## src/rtl/mem_arbiter.sv

```systemverilog
// Fetch / load-store arbiter for the single memory port.
// One transaction in flight; LSU priority with a fetch starvation guard.
module mem_arbiter #(
    parameter int STARVE_LIMIT = 4
) (
    input  logic        clock,
    input  logic        reset,
    input  logic        if_req_valid,
    output logic        if_req_ready,
    input  logic [63:0] if_req_addr,
    output logic        if_resp_valid,
    output logic [63:0] if_resp_rdata,
    input  logic        ls_req_valid,
    output logic        ls_req_ready,
    input  logic [63:0] ls_req_addr,
    input  logic        ls_req_wen,
    input  logic [63:0] ls_req_wdata,
    input  logic [7:0]  ls_req_wmask,
    output logic        ls_resp_valid,
    output logic [63:0] ls_resp_rdata,
    output logic        mem_req_valid,
    input  logic        mem_req_ready,
    output logic [63:0] mem_req_addr,
    output logic        mem_req_wen,
    output logic [63:0] mem_req_wdata,
    output logic [7:0]  mem_req_wmask,
    input  logic        mem_resp_valid,
    input  logic [63:0] mem_resp_rdata,
    output logic        busy,
    output logic        owner
);

    localparam logic [3:0] LIMIT = 4'(STARVE_LIMIT);

    typedef enum logic [1:0] {IDLE, REQ, RESP} state_t;

    state_t     state;
    state_t     state_nx;
    logic [3:0] starve_cnt;
    logic       grant_if;
    logic       grant_ls;

    always_ff @(posedge clock) begin
        if (reset) begin
            state <= IDLE;
        end else begin
            state <= state_nx;
        end
    end

    always_comb begin
        state_nx = state;
        unique case (state)
            IDLE: if (grant_if || grant_ls) state_nx = REQ;
            REQ:  if (mem_req_ready) state_nx = RESP;
            RESP: if (mem_resp_valid) state_nx = IDLE;
            default: state_nx = IDLE;
        endcase
    end

    // Readies are gated by reset so every output reads 0 while held in reset.
    always_comb begin
        grant_if = 1'b0;
        grant_ls = 1'b0;
        if (state == IDLE && !reset) begin
            if (ls_req_valid && if_req_valid) begin
                if (starve_cnt == LIMIT) grant_if = 1'b1;
                else grant_ls = 1'b1;
            end else if (ls_req_valid) begin
                grant_ls = 1'b1;
            end else if (if_req_valid) begin
                grant_if = 1'b1;
            end
        end
        if_req_ready  = grant_if;
        ls_req_ready  = grant_ls;
        mem_req_valid = (state == REQ);
        busy          = (state != IDLE);
    end

    always_ff @(posedge clock) begin
        if (reset) begin
            owner         <= 1'b0;
            starve_cnt    <= 4'd0;
            mem_req_addr  <= 64'd0;
            mem_req_wen   <= 1'b0;
            mem_req_wdata <= 64'd0;
            mem_req_wmask <= 8'd0;
            if_resp_valid <= 1'b0;
            if_resp_rdata <= 64'd0;
            ls_resp_valid <= 1'b0;
            ls_resp_rdata <= 64'd0;
        end else begin
            if_resp_valid <= 1'b0;
            ls_resp_valid <= 1'b0;
            if (grant_ls) begin
                owner         <= 1'b1;
                mem_req_addr  <= ls_req_addr;
                mem_req_wen   <= ls_req_wen;
                mem_req_wdata <= ls_req_wdata;
                mem_req_wmask <= ls_req_wmask;
                if (if_req_valid && starve_cnt != LIMIT) begin
                    starve_cnt <= starve_cnt + 4'd1;
                end
            end
            if (grant_if) begin
                owner         <= 1'b0;
                mem_req_addr  <= if_req_addr;
                mem_req_wen   <= 1'b0;
                mem_req_wdata <= 64'd0;
                mem_req_wmask <= 8'd0;
                starve_cnt    <= 4'd0;
            end
            if (state == RESP && mem_resp_valid) begin
                if (owner) begin
                    ls_resp_rdata <= mem_resp_rdata;
                    ls_resp_valid <= 1'b1;
                end else begin
                    if_resp_rdata <= mem_resp_rdata;
                    if_resp_valid <= 1'b1;
                end
            end
        end
    end

endmodule

```

## config.mk

```make
export PLATFORM = sky130hd
export DESIGN_NAME = mem_arbiter
export DESIGN_NICKNAME = d
export VERILOG_FILES = /design/src/rtl/mem_arbiter.sv
export SDC_FILE = /design/constraint.sdc
export NUM_CORES = 1
export LEC_CHECK = 0
export BUFFER_PORTS_ARGS = -buffer_cell sky130_fd_sc_hd__buf_2
export CAP_MARGIN = 0
export CORE_ASPECT_RATIO = 0.5
export CORE_MARGIN = 3
export CORE_UTILIZATION = 25
export DETAILED_ROUTE_END_ITERATION = 6
export MAX_ROUTING_LAYER = met4
export PLACE_DENSITY = 0.53
export SYNTH_ARGS = -nofsm -noshare
export SYNTH_HDL_FRONTEND = slang
export SYNTH_SLANG_ARGS = --single-unit
```

## constraint.sdc

```tcl
create_clock -name clock -period 5.5 [get_ports clock]
set_clock_uncertainty 0.1 [all_clocks]
set_input_delay 0.55 -clock clock [delete_from_list [all_inputs] [get_ports clock]]
set_output_delay 0.55 -clock clock [all_outputs]
set_load 0.03 [all_outputs]
```

; ---- After elaboration in Yosys (flattened, before gate mapping)
; Index checks and enable logic that the tools add are counted.
[classes]
n_addsub = 1
eq_ne = 7
muxes = 17
bitwise_logic = 2
reduce_logical = 15
[op_table]
columns = cell, count
row1 = two-way mux 64 bit, 2
row2 = two-way mux 1 bit, 11
row3 = two-way mux 2 bit, 3
row4 = case mux 2 bit (3 select lines), 1
row5 = AND reduction 2 bit, 3
row6 = "adder 4 x 1 -> 4 bit, second input constant", 1
row7 = "equality test 4 x 3 -> 1 bit, second input constant", 1
row8 = logical AND 1 bit, 4
row9 = "inequality test 2 bit, second input constant", 2
row10 = "inequality test 4 x 3 -> 1 bit, second input constant", 1
row11 = nonzero test 2 bit, 2
row12 = OR reduction 2 bit, 2
row13 = AND reduction 3 bit, 1
row14 = "equality test 2 x 1 -> 1 bit, second input constant", 1
row15 = "equality test 2 bit, second input constant", 1
row16 = zero test 2 bit, 1
row17 = "inequality test 2 x 1 -> 1 bit, second input constant", 1
row18 = NOT 1 bit, 2
row19 = zero test 1 bit, 1
row20 = logical OR 1 bit, 1
[word_totals]
register_bits = 274
input_bits = 271
word_cells = 53

; ---- Longest topological paths before layout
[depth]
ltp_word = 7
ltp_mapped = 8
mapped_depth_nobuf = 5

; ---- Worst setup path after synthesis
; No wires, ideal clock.
[synth_timing]
kind = input-to-output
from = input port reset
to = output port ls_req_ready
arrival_time_ns = 1.794
setup_slack_ns = 3.056
cell_stages = 4
cell_sequence = buf_2 -> or4b_4 -> clkbuf_1 -> nor2_1
[synth_between]
elab_chain_cells = 3
[synth_rtl]
columns = element, line
row1 = from (decl), 7  ; input logic reset,
row2 = zero test 1 bit, 65  ; if (state == IDLE && !reset) begin
row3 = logical AND 1 bit, 65
row4 = two-way mux 1 bit, 65
row5 = to (decl), 14  ; output logic ls_req_ready,
; Every way passes these cells.

; ---- Final worst setup path
[layout_timing]
from = register state[1]
to = output port if_req_ready
[layout_between]
elab_chain_cells = 3
[layout_rtl]
columns = element, line
row1 = from (decl), 37  ; state_t state;
row2 = from (signal assigned), 47  ; state <= state_nx;
row3 = zero test 2 bit, 65
row4 = logical AND 1 bit, 65
row5 = two-way mux 1 bit, 65
row6 = to (decl), 9  ; output logic if_req_ready,
; Every way passes these cells.

==> reports/summary.txt <==
setup TNS = 0 ns
routability congestion estimate = 0.859
worst setup path endpoint = if_req_ready
R2R Path End = mem_req_addr[36]
Worst R2R Setup Slack = 2.81 ns
Boundary Pins = 543
synth warn = 0
layout cell share with drive strength beyond 1 = 36.9%
final design utilization = 35.2%
total die area = 44300 µm²
CTS root buf = clkbuf_16
fin crit period = 3.15 ns
slowest stage cell, crit path = o211a_2
antenna-violating nets left = 0
Syn Std Cell Area = 10400 µm²
# rows = 52
slowest stage delay, CP = 0.67 ns
area share of the largest cell type after synthesis = 52.6%
max-slew violation count = 0
final setup margin = 2.35 ns
Setup crit start = state[1]
DR pass1 iterations = 5
pwr dens = 332 nW/µm²
Clk pin slew, worst setup/hold paths = 0.07 ns
Final Power = 4.76 mW
core area = 40800 µm²
number of flops mapped to enable cells by yosys = 0
Final setup violation count = 0
top post-synthesis cells by area = dfxtp_1, nand2_1, a21oi_1, a221o_1, a211oi_1
cts bufs inserted = 30
Area Growth Syn to Fin = 37.5%
largest net degree at the start of global routing = 90
Die Ht = 150 µm
Hold Crit Class = primary input to flip-flop
WL/cell = 19.4 µm
via count = 10.5k
kind of cell adding the most delay to the critical path = compound AO/OA/AOI/OAI gates
CTS tree = done
Synth area leader = dfxtp_1
chip width = 295 µm
maximum vdd drop = 0.204 mV
crit path DAT = 2.50 ns
CP Class = flip-flop to output pin
Worst Path Buf+Inv = 1
hold buffers post-CTS = 0
Fmax = 0.318 GHz
Final #Nets = 1919
register area share after synthesis = 52.6%
vias in the first global route = 9603
Req. time, crit path = 4.85 ns
Tot GR Track Use = 18.3%
H-tree depth = 1
Post-synth top flop = dfxtp_1
leakage power = 6.46 nW
Worst setup SP type = flip-flop
# Post-CTS Setup Buffers = 0
Cells after Synth = 1179
DR vias/cell = 4.76
Starting DRT DRC Count = 765
syn avg cell area = 8.85 µm²
#FFs+latches synth = 274
Critical Path End Type = output pin
syn_nets = 1452
worst r2r path cells = 4
WL final = 42900 µm
hold_ws = 0.107 ns
Starting Density = 25.6%
Sink Count = 274
status = finished, final reports clean
Unique masters post-synth = 43
max_cap viols = 0
initial antenna violation count = 7
Critical Path Fanout Max = 22
post-route clock period utilization = 57.3%
clk buf depth = 3
worst-margin pin slew = 1.07 ns
slew margin rel. = 28.8%
async set or reset register ratio after synthesis = 0%
critical path depth = 3
Final HPWL DP = 29600 µm
unrepaired setup endpoints after global routing = no
pre-CTS setup slack = 2.54 ns
Port Buffers = 542
global-route wire length before repair = 61500 µm
Final Hold Violating Endpoints = 0
# resized after CTS = 0
reg2reg start = state[1]
drt drc = 0
worst-path cell chain = nor3_1, o211a_2, buf_2
Worst-Skew Late Latency = 0.56 ns
Overflow after GRT = 0
worst min-delay path by stage:
stage / cells past startpoint / slack (ns) / to / from
final: 2 / 0.11 / mem_req_addr[40] / if_req_addr[40]
after global routing: 2 / 0.07 / mem_req_addr[22] / if_req_addr[22]
after CTS: 2 / 0.06 / mem_req_addr[33] / if_req_addr[33]
after detailed placement: 2 / 0.34 / ls_resp_rdata[31] / ls_resp_rdata[31]
after global placement: 2 / 0.34 / ls_resp_rdata[21] / ls_resp_rdata[21]
after floorplan: 2 / 0.39 / starve_cnt[1] / starve_cnt[1]
through the flow:
stage                     area, µm²  cells
after floorplan               10400   1179
after global placement        13300   2154
after detailed placement      13300   2154
after CTS                     14300   2208
after global routing          14300   2214
final                         14300   2215
power breakdown:
group,leakage (nW),switching (mW),total [mW],internal [mW]
clock,0.486,0.865,2.03,1.16
combinational,3.75,0.402,0.612,0.210
sequential,2.23,0.0507,2.12,2.07
total,6.46,1.32,4.76,3.44
state kept, by name, summed over array words and instances (netlist names), 2 cells and up:
signal / count
mem_req_wdata: 64
starve_cnt: 4
if_resp_rdata: 64
state: 2
ls_resp_rdata: 64
mem_req_addr: 64
mem_req_wmask: 8
per-layer routing:
metal	vias up	GRT usage [%]	wire length, µm
li1	5147	-	-
met1	5095	22.9	18100
met2	231	30.9	22200
met3	67	2.46	1540
met4	0	5.58	1110
met5	-	-	0
synthesized netlist by cell type (all sizes together), types with 2 or more instances:
cell and n:
clkbuf 61, ha 2, nand4b 2, nor2 8, inv 4, dfxtp 274
nor4b 2, buf 60, a21oi 131, and4b 2, and3b 2, nand3 75
nor2b 2, nand3b 2, and3 64, nor3 3, a221o 64, o21ai 73
nand2 257, a211oi 74
cells in the final DEF (no fill, tap or decap), drive strengths merged, types with 3 or more instances in the layout:
cell type,netlist,layout
o21ai,73,73
nand2,257,257
clkbuf,61,38
dfxtp,274,274
and3,64,64
clkinv,0,11
nand3,75,75
buf,60,556
diode,0,7
nor2,8,8
nor3,3,3
a211oi,74,74
a221o,64,64
a21oi,131,131
inv,4,5
worst reg2reg max path, stage by stage (launching register included):
cell and delay (ns):
dfxtp_1 0.73, nor2_1 0.20, a21oi_4 0.87, buf_4 0.51, a221o_1 0.22
cell families (layout without fill, tap and decap cells):
kind of cell	Yosys count	after routing	share of synthesized area, %
adders and majority gates	2	2	0.240
DFF	274	274	52.6
AOI/OAI and AO/OA	349	349	21.9
muxes	1	1	0.0960
and+or+nand+nor	428	428	18.9
other	0	7	0
buffers and inverters	125	614	6.31
layout make-up:
type	instances	area (µm²)
timing repair buffer	556	2820
inverter	4	15.0
antenna	7	17.5
fill	4380	26500
sequential	274	5490
clock inverter	16	149
tap	540	676
multi-input combinational	780	4340
clock buffer	38	832
(Power assumes the default switching activity.)
